==> src/rtl/mmio_bus_fabric.sv <==
// mmio_bus_fabric: one-master / NUM_SLAVES-slave valid/ready bus fabric with a registered,
// table-driven address decoder, single-outstanding-transaction tracking, unmapped-address
// faults and a slave timeout.
//
// Ports:
//   clk_i, rst_i    clock; synchronous active-high reset
//   m_valid_i       master request, held until m_ready_o
//   m_addr_i        byte address
//   m_wdata_i       write data
//   m_wstrb_i       byte strobes, all-zero means read
//   m_ready_o       one-cycle completion pulse
//   m_rdata_o       read data, valid with m_ready_o, held until the next completion
//   m_fault_o       completion is a fault (unmapped address or slave timeout)
//   s_valid_o       one-hot request to the selected slave
//   s_addr_o        registered request address, broadcast to all slaves
//   s_wdata_o       registered write data, broadcast
//   s_wstrb_o       registered byte strobes, broadcast
//   s_ready_i       per-slave completion
//   s_rdata_i       per-slave read data, slave i at [i*DATA_W +: DATA_W]
//   fault_addr_o    address of the most recent faulted request
//   fault_cnt_o     saturating count of faulted requests
module mmio_bus_fabric #(
  parameter int unsigned                   NUM_SLAVES     = 4,
  parameter int unsigned                   ADDR_W         = 32,
  parameter int unsigned                   DATA_W         = 32,
  parameter logic [NUM_SLAVES*ADDR_W-1:0] SLAVE_BASE     = {32'h3000_0000, 32'h2000_0000,
                                                             32'h1000_0000, 32'h0000_0000},
  parameter logic [NUM_SLAVES*ADDR_W-1:0] SLAVE_MASK     = {32'hF000_0000, 32'hF000_0000,
                                                             32'hF000_0000, 32'hF000_0000},
  parameter int unsigned                   TIMEOUT_CYCLES = 1024,
  parameter logic [DATA_W-1:0]             ERR_RDATA      = '0
) (
  input  logic                         clk_i,
  input  logic                         rst_i,
  input  logic                         m_valid_i,
  input  logic [ADDR_W-1:0]            m_addr_i,
  input  logic [DATA_W-1:0]            m_wdata_i,
  input  logic [DATA_W/8-1:0]          m_wstrb_i,
  output logic                         m_ready_o,
  output logic [DATA_W-1:0]            m_rdata_o,
  output logic                         m_fault_o,
  output logic [NUM_SLAVES-1:0]        s_valid_o,
  output logic [ADDR_W-1:0]            s_addr_o,
  output logic [DATA_W-1:0]            s_wdata_o,
  output logic [DATA_W/8-1:0]          s_wstrb_o,
  input  logic [NUM_SLAVES-1:0]        s_ready_i,
  input  logic [NUM_SLAVES*DATA_W-1:0] s_rdata_i,
  output logic [ADDR_W-1:0]            fault_addr_o,
  output logic [7:0]                   fault_cnt_o
);

  localparam int unsigned StrbW     = DATA_W / 8;
  localparam int unsigned SelW      = (NUM_SLAVES > 1) ? $clog2(NUM_SLAVES) : 1;
  localparam int unsigned TimerW    = (TIMEOUT_CYCLES > 0) ? $clog2(TIMEOUT_CYCLES + 1) : 1;
  localparam bit          TimeoutEn = (TIMEOUT_CYCLES != 0);
  localparam logic [TimerW-1:0] TimerLast =
      (TIMEOUT_CYCLES > 0) ? TimerW'(TIMEOUT_CYCLES - 1) : '0;

  typedef enum logic [1:0] {StIdle, StBusy, StResp} state_e;

  state_e                  state_q, state_d;
  logic [SelW-1:0]         sel_q, sel_d;
  logic [TimerW-1:0]       timer_q, timer_d;
  logic [NUM_SLAVES-1:0]   s_valid_q, s_valid_d;
  logic [ADDR_W-1:0]       s_addr_q, s_addr_d;
  logic [DATA_W-1:0]       s_wdata_q, s_wdata_d;
  logic [StrbW-1:0]        s_wstrb_q, s_wstrb_d;
  logic                    m_ready_q, m_ready_d;
  logic                    m_fault_q, m_fault_d;
  logic [DATA_W-1:0]       m_rdata_q, m_rdata_d;
  logic [ADDR_W-1:0]       fault_addr_q, fault_addr_d;
  logic [7:0]              fault_cnt_q, fault_cnt_d;

  // Address decode; iterating from the top down lets the lowest matching index win.
  logic            hit;
  logic [SelW-1:0] hit_idx;

  always_comb begin
    hit     = 1'b0;
    hit_idx = '0;
    for (int i = NUM_SLAVES - 1; i >= 0; i--) begin
      if ((m_addr_i & SLAVE_MASK[i*ADDR_W +: ADDR_W]) == SLAVE_BASE[i*ADDR_W +: ADDR_W]) begin
        hit     = 1'b1;
        hit_idx = SelW'(i);
      end
    end
  end

  logic              sel_ready;
  logic [DATA_W-1:0] sel_rdata;

  assign sel_ready = s_ready_i[sel_q];
  assign sel_rdata = s_rdata_i[sel_q*DATA_W +: DATA_W];

  logic              flt;
  logic [ADDR_W-1:0] flt_addr;

  always_comb begin
    state_d      = state_q;
    sel_d        = sel_q;
    timer_d      = timer_q;
    s_valid_d    = s_valid_q;
    s_addr_d     = s_addr_q;
    s_wdata_d    = s_wdata_q;
    s_wstrb_d    = s_wstrb_q;
    m_ready_d    = 1'b0;
    m_fault_d    = 1'b0;
    m_rdata_d    = m_rdata_q;
    fault_addr_d = fault_addr_q;
    fault_cnt_d  = fault_cnt_q;
    flt          = 1'b0;
    flt_addr     = '0;

    case (state_q)
      StIdle: begin
        if (m_valid_i) begin
          if (hit) begin
            s_addr_d           = m_addr_i;
            s_wdata_d          = m_wdata_i;
            s_wstrb_d          = m_wstrb_i;
            sel_d              = hit_idx;
            timer_d            = '0;
            s_valid_d          = '0;
            s_valid_d[hit_idx] = 1'b1;
            state_d            = StBusy;
          end else begin
            m_ready_d = 1'b1;
            m_fault_d = 1'b1;
            m_rdata_d = ERR_RDATA;
            flt       = 1'b1;
            flt_addr  = m_addr_i;
            state_d   = StResp;
          end
        end
      end

      StBusy: begin
        // A slave answering on the last allowed cycle still completes normally.
        if (sel_ready) begin
          s_valid_d = '0;
          m_ready_d = 1'b1;
          m_rdata_d = sel_rdata;
          state_d   = StResp;
        end else if (TimeoutEn && (timer_q == TimerLast)) begin
          s_valid_d = '0;
          m_ready_d = 1'b1;
          m_fault_d = 1'b1;
          m_rdata_d = ERR_RDATA;
          flt       = 1'b1;
          flt_addr  = s_addr_q;
          state_d   = StResp;
        end else if (TimeoutEn) begin
          timer_d = timer_q + 1'b1;
        end
      end

      // m_ready_o is high for exactly this cycle.
      StResp: state_d = StIdle;

      default: state_d = StIdle;
    endcase

    if (flt) begin
      fault_addr_d = flt_addr;
      if (fault_cnt_q != 8'hFF) begin
        fault_cnt_d = fault_cnt_q + 8'd1;
      end
    end
  end

  always_ff @(posedge clk_i) begin
    if (rst_i) begin
      state_q      <= StIdle;
      sel_q        <= '0;
      timer_q      <= '0;
      s_valid_q    <= '0;
      s_addr_q     <= '0;
      s_wdata_q    <= '0;
      s_wstrb_q    <= '0;
      m_ready_q    <= 1'b0;
      m_fault_q    <= 1'b0;
      m_rdata_q    <= '0;
      fault_addr_q <= '0;
      fault_cnt_q  <= '0;
    end else begin
      state_q      <= state_d;
      sel_q        <= sel_d;
      timer_q      <= timer_d;
      s_valid_q    <= s_valid_d;
      s_addr_q     <= s_addr_d;
      s_wdata_q    <= s_wdata_d;
      s_wstrb_q    <= s_wstrb_d;
      m_ready_q    <= m_ready_d;
      m_fault_q    <= m_fault_d;
      m_rdata_q    <= m_rdata_d;
      fault_addr_q <= fault_addr_d;
      fault_cnt_q  <= fault_cnt_d;
    end
  end

  assign m_ready_o    = m_ready_q;
  assign m_fault_o    = m_fault_q;
  assign m_rdata_o    = m_rdata_q;
  assign s_valid_o    = s_valid_q;
  assign s_addr_o     = s_addr_q;
  assign s_wdata_o    = s_wdata_q;
  assign s_wstrb_o    = s_wstrb_q;
  assign fault_addr_o = fault_addr_q;
  assign fault_cnt_o  = fault_cnt_q;

endmodule

==> config.mk <==
export PLATFORM = sky130hd
export DESIGN_NAME = mmio_bus_fabric
export DESIGN_NICKNAME = d
export VERILOG_FILES = /design/src/rtl/mmio_bus_fabric.sv
export SDC_FILE = /design/constraint.sdc
export NUM_CORES = 1
export LEC_CHECK = 0
export CAP_MARGIN = 20
export CORE_AREA = 5 5 145 147
export CTS_BUF_LIST = sky130_fd_sc_hd__clkbuf_8 sky130_fd_sc_hd__clkbuf_16
export DETAILED_ROUTE_END_ITERATION = 6
export DIE_AREA = 0 0 150 152
export HOLD_SLACK_MARGIN = 0.15
export PLACE_DENSITY_LB_ADDON = 0.1
export SYNTH_ARGS = -nofsm -noshare
export SYNTH_HDL_FRONTEND = slang
export SYNTH_SLANG_ARGS = --single-unit
==> constraint.sdc <==
create_clock -name clk_i -period 2.05 [get_ports clk_i]
set_input_delay 0.205 -clock clk_i [delete_from_list [all_inputs] [get_ports clk_i]]
set_output_delay 0.205 -clock clk_i [all_outputs]
set_load 0.005 [all_outputs]
# --- After elaboration in Yosys (flattened, before gate mapping) ---
# Cells that the tools add are included.
# Widths: inputs -> output; s select.
totals:
  ff_bits: 161
  input_bits: 203
  output_inout_bits: 146
  word_cells: 84
op_classes:
  addsub: 2
  order_cmp: 3
  eq_ne: 12
  shifts: 1
  mux: 44
  n_reduce_logical: 10
op_table:
  columns: ["operator", "n"]
  rows:
  - ["$mux 32", 8]
  - ["$pmux 32 s2", 2]
  - ["$shiftx 128x8->32", 1]
  - ["$mux 11", 4]
  - ["$logic_not 32->1", 1]
  - ["$pmux 11 s2", 1]
  - ["$mux 2", 8]
  - ["$mux 4", 4]
  - ["$add 11x1->11 const B", 1]
  - ["$eq 11x10->1 const B", 1]
  - ["$mux 1", 11]
  - ["$ne 2x2->1 const B", 5]
  - ["$add 8x1->8 const B", 1]
  - ["$eq 4x2->1 const B", 2]
  - ["$ne 8x8->1 const B", 1]
  - ["$pmux 4 s2", 1]
  - ["$reduce_and 4->1", 2]
  - ["$lt 2x3->1 const B", 2]
  - ["$reduce_and 5->1", 1]
  - ["$eq 4x1->1 const B", 1]
  - ["$pmux 1 s2", 2]
  - ["$pmux 2 s2", 1]
  - ["$reduce_and 2->1", 2]
  - ["$ne 3x3->1 const B", 1]
  - ["8 further kinds", 8]

# --- Longest topological paths before layout ---
# Gate-level depths: netlist (run 1).
depth:
  depth_word: 12
  depth_mapped: 8
  depth_no_buf: 6

# --- Worst setup path before layout (run 1) ---
# No wires, ideal clock.
synth_timing:
  kind: "register to register"
  from: "reg timer_q[0]"
  to: "reg m_rdata_q[10], in the netlist m_rdata_o[10]"
  setup_ns: 0.117
  arrival_ns: 1.996
  required_ns: 1.933
  slack_ns: -0.063
  stages_incl_launch_ff: 8
  n_path_buf: 1
  synth_period_minus_slack_ns: 2.113
  path_cell_list: "dfxtp_1 ha_1 nand2_1 or4_4 a211oi_1 nor2_1 buf_6 a22o_1"
synth_between:
  elab_chain_cells: 3
synth_lines:
  columns: ["item", "line_no", "text"]
  rows:
  - ["from (decl)", "63", "logic [TimerW-1:0] timer_q, timer_d;"]
  - ["from (signal assigned)", "188", "timer_q <= timer_d;"]
  - ["$eq 11x10->1", "144", "end else if (TimeoutEn && (timer_q == TimerLast)) begin"]
  - ["$ne 3x3->1 (no line)", null, null]
  - ["$reduce_and 4->1 (no line)", null, null]
  - ["to (signal assigned)", "195", "m_rdata_q <= m_rdata_d;"]
  - ["to (decl)", "70", "logic [DATA_W-1:0] m_rdata_q, m_rdata_d;"]
# Every way passes these cells.
# A chain may end at the register's enable or synchronous reset.

# --- Final worst setup path (run 1) ---
layout_timing:
  from: "reg timer_q[1]"
  to: "reg m_rdata_q[18], in the netlist m_rdata_o[18]"
# Same word-level chain as after synthesis.

==> results of run 1 <==
-- metrics by stage --
step	utilization	hold slack (ns)
after global routing	0.5755	0.3173
after detailed placement	0.5411	0.4436
after floorplan	-	0.3410
after CTS	0.5712	0.3061
after global placement	0.5411	0.4375
final	0.5755	0.3261
-- final timing paths --
kind                                                   end  slack [ns]
worst max-delay path            m_rdata_o[18]$_SDFFE_PP0P_        0.05
worst min-delay path            s_wdata_o[24]$_SDFFE_PP0P_        0.33
worst max register to register  m_rdata_o[18]$_SDFFE_PP0P_        0.05
worst min register to register   s_valid_o[0]$_SDFFE_PP0P_        0.45
-- Yosys cell counts, types with 3 or more instances --
| master | instances | area share |
|---|---|---|
| nand2_1 | 184 | 0.10 |
| dfxtp_1 | 161 | 0.48 |
| a21oi_1 | 115 | 0.086 |
| clkbuf_1 | 38 | 0.021 |
| a22o_1 | 32 | 0.042 |
| mux4_2 | 32 | 0.11 |
| a22oi_1 | 30 | 0.034 |
| nor2_1 | 13 | 0.0073 |
| buf_2 | 12 | 0.0090 |
| o21ai_0 | 10 | 0.0075 |
| or3_1 | 9 | 0.0084 |
| inv_1 | 7 | 0.0039 |
| and2_1 | 6 | 0.0056 |
| nand4_1 | 6 | 0.0056 |
| nand3_1 | 5 | 0.0037 |
| buf_6 | 4 | 0.0067 |
| nor3_1 | 4 | 0.0030 |
| o31ai_1 | 4 | 0.0045 |
| a31o_2 | 3 | 0.0039 |
-- per-layer routing --
| metal | wire length [um] | track usage | vias up |
|---|---|---|---|
| met5 | 26 | 0 | - |
| met4 | 366 | 0.04967 | 4 |
| met3 | 2465 | 0.08549 | 24 |
| met2 | 12030 | 0.3448 | 231 |
| met1 | 9658 | 0.2339 | 3171 |
| li1 | - | - | 3266 |
-- sequential cells by signal (all words and copies together), names as in the netlist --
register and flops:
m_rdata_o 32, timer_q 11, s_valid_o 4, m_fault_o 1, s_addr_o 32, fault_cnt_o 8
fault_addr_o 32, sel_q 2, s_wstrb_o 4, state_q 2, m_ready_o 1, s_wdata_o 32
-- timing repair --
item | 4_1_cts | 5_1_grt
endpoints found under the setup margin | 7 | 49
cloned | 0 | 3
hold endpoints to repair | 3 | 0
setup buffers | 1 | 0
pin swaps | 1 | 25
hold buffers | 1 | 0
gates resized for setup | 1 | 5
-- layout by cell type, fill, tap and decap left out, types with 3 or more instances in the layout --
| cell | count |
|---|---|
| nand2_1 | 182 |
| inv_6 | 4 |
| or3_1 | 9 |
| dfxtp_1 | 157 |
| a21oi_1 | 114 |
| nand4_1 | 6 |
| o31ai_1 | 4 |
| nor2_1 | 12 |
| clkdlybuf4s50_1 | 347 |
| a31o_2 | 3 |
| clkbuf_16 | 19 |
| a22o_1 | 32 |
| mux4_2 | 32 |
| a22oi_1 | 30 |
| buf_4 | 33 |
| and2_1 | 5 |
| nand3_1 | 5 |
| o21ai_0 | 10 |
| inv_1 | 7 |
| dfxtp_2 | 3 |
| clkinvlp_4 | 5 |
| buf_12 | 10 |
| nor3_1 | 4 |
-- worst register-to-register path, stage by stage (launching register included) --
cell      delay, ns
dfxtp_2        0.36
ha_4           0.14
nand2_2        0.05
or4_4          0.53
a211oi_4       0.29
nor2_4         0.11
buf_6          0.17
a22o_1         0.24
-- power by group through the flow --
| stage | logic (mW) | clock network, mW | registers, mW |
|---|---|---|---|
| 2_1_floorplan | 0.377 | 0 | 3.36 |
| 3_3_place_gp | 1.12 | 0 | 3.35 |
| 3_5_place_dp | 1.13 | 0 | 3.36 |
| 4_1_cts | 1.14 | 3.16 | 3.29 |
| 5_1_grt | 1.24 | 3.29 | 3.30 |
| 6_report | 1.16 | 3.06 | 3.29 |
-- area by class of cell --
cell class / count / area [sq um] / area share
sequential: 161 / 3231 / 0.2838
clock buffer: 17 / 425.4 / 0.03737
clock inverter: 14 / 132.6 / 0.01165
timing repair buffer: 394 / 3993 / 0.3507
multi-input combinational: 491 / 3238 / 0.2845
inverter: 7 / 26.28 / 0.002308
tap: 270 / 337.8 / 0.02968
-- cell families after synthesis --
family,synth area share
buffers and inverters,0.04334
multiplexers,0.1140
XOR/XNOR,0.001308
flip-flops,0.4812
AND/OR/NAND/NOR,0.1629
adder cells (fa/ha/maj),0.003736
AO/OA/AOI/OAI,0.1935
==> results_dict.tcl, run 1 <==
set metrics [dict create \
    power.internal_mw 5.648 \
    clkPwrFrac 0.408 \
    firstDrtPassIters 4 \
    skew_ns 0.01044 \
    timing.critical_path.buf_inv 1 \
    crit_arrival_ns 2.31 \
    synth_warnings 0 \
    vias_per_cell 4.945 \
    place_congestion 0.8246 \
    crit_cells 7 \
    port_buffers 348 \
    leakage_nw 3.932 \
    post-route-period-util 0.9771 \
    clk_path_buf_depth 2 \
    cts_tree "done" \
    power_density_nw_per_um2 659.1 \
    synth.distinct_cells 51 \
    synth_nets 921 \
    p_sw_frac 0.2472 \
    dr.first_iter.drc_count 275 \
    cp_data_required_time_ns 2.35 \
    synthCells 716 \
    p_total_mw 7.503 \
    maxSlewViolCount 0 \
    postLayoutCellArea_sq_um 11380 \
    p_comb_frac 0.154 \
    critPathSlowestCell "or4_4" \
    ir_drop_mv 0.5577 \
    status "finished clean" \
    min_from "m_wdata_i[24]" \
    grt_pass1_wl_um 36580 \
    drt_wl_total_um 24550 \
    dp.final_hpwl_um 17620 \
    synthFlopType "dfxtp_1" \
    die_h_um 152 \
    path_cells "ha_4 > nand2_2 > or4_4 > a211oi_4 > nor2_4 > buf_6 > a22o_1" \
    worstSetupPathType "flip-flop to flip-flop" \
    setup_tns_ns 0 \
    io_pins 349 \
    drv_cap 0 \
    hp-class "input port to flip-flop" \
    cts.sinks 161 \
    die_area_sq_um 22800 \
    core_region_area_sq_um 19780 \
    syn_avg_cell_area_sq_um 9.354 \
    power.switching_mw 1.855 \
    grt_max_degree 70 \
    max_stage_delay_ns 0.53 \
    wl_per_cell_um 18.13 \
    cp-startpoint "timer_q[1]$_SDFFE_PP0P_" \
    h-tree-depth 4 \
    seq_power_share 0.438 \
    layout-drive-gt1-share 0.1264 \
    die_w_um 150 \
    grt_pass1_vias 6446 \
    layout_setup_ws_ns 0.04704 \
    areaGrowthSynthToFinish_pct 69.96 \
    synthArstFlopShare 0 \
    netlist_area_sq_um 6698 \
    placedCellCount 1318 \
    worstMarginPinSlew_ns 0.5026 \
    slew_headroom 0.6650 \
    stdcell_count 1354 \
    yosysSeqAreaShare 0.4812 \
    grt_remaining_overflow 0 \
    antenna_found_initial 2 \
    ant_nets 0 \
    numCtsBuffers 17 \
    initial_utilization 0.3386 \
    drc 0 \
    holdPathStages 3 \
    final_hold_viol_count 0 \
    period_needed_ns 2.003 \
    grt_usage 0.2022 \
    fmax_ghz 0.4993 \
    num-nets-final 1277 \
    num_vias 6696 \
    synth_edf_count 0 \
    clock_latency_ns 0.42 \
    n_fill_cell 1815 \
    pre_cts_ws_ns -0.1120 \
    reg2regPathDepth 7 \
    end_kind "flip-flop" \
    r2r-start "timer_q[1]$_SDFFE_PP0P_" \
    cts_root_buf "clkbuf_16" \
    synth_seq_cells 161 \
    finalSetupViolCount 0 \
    path_clk_slew_ns 0.07 \
    num_rows 52 \
    diodes 0 \
    crit_fanout 8 \
    cp-start-kind "flip-flop" \
    crit_family "simple AND/OR/NAND/NOR gates" \
    placed_area_sq_um 10700 \
]
Note: power is estimated with default switching activity, not from simulation.
==> inputs of run 2 (changes only) <==
- CTS_BUF_LIST: sky130_fd_sc_hd__clkbuf_8 sky130_fd_sc_hd__clkbuf_16 -> not set
==> results of run 2 <==
No change in the layout: final DEF, timing and power equal those of run 1.
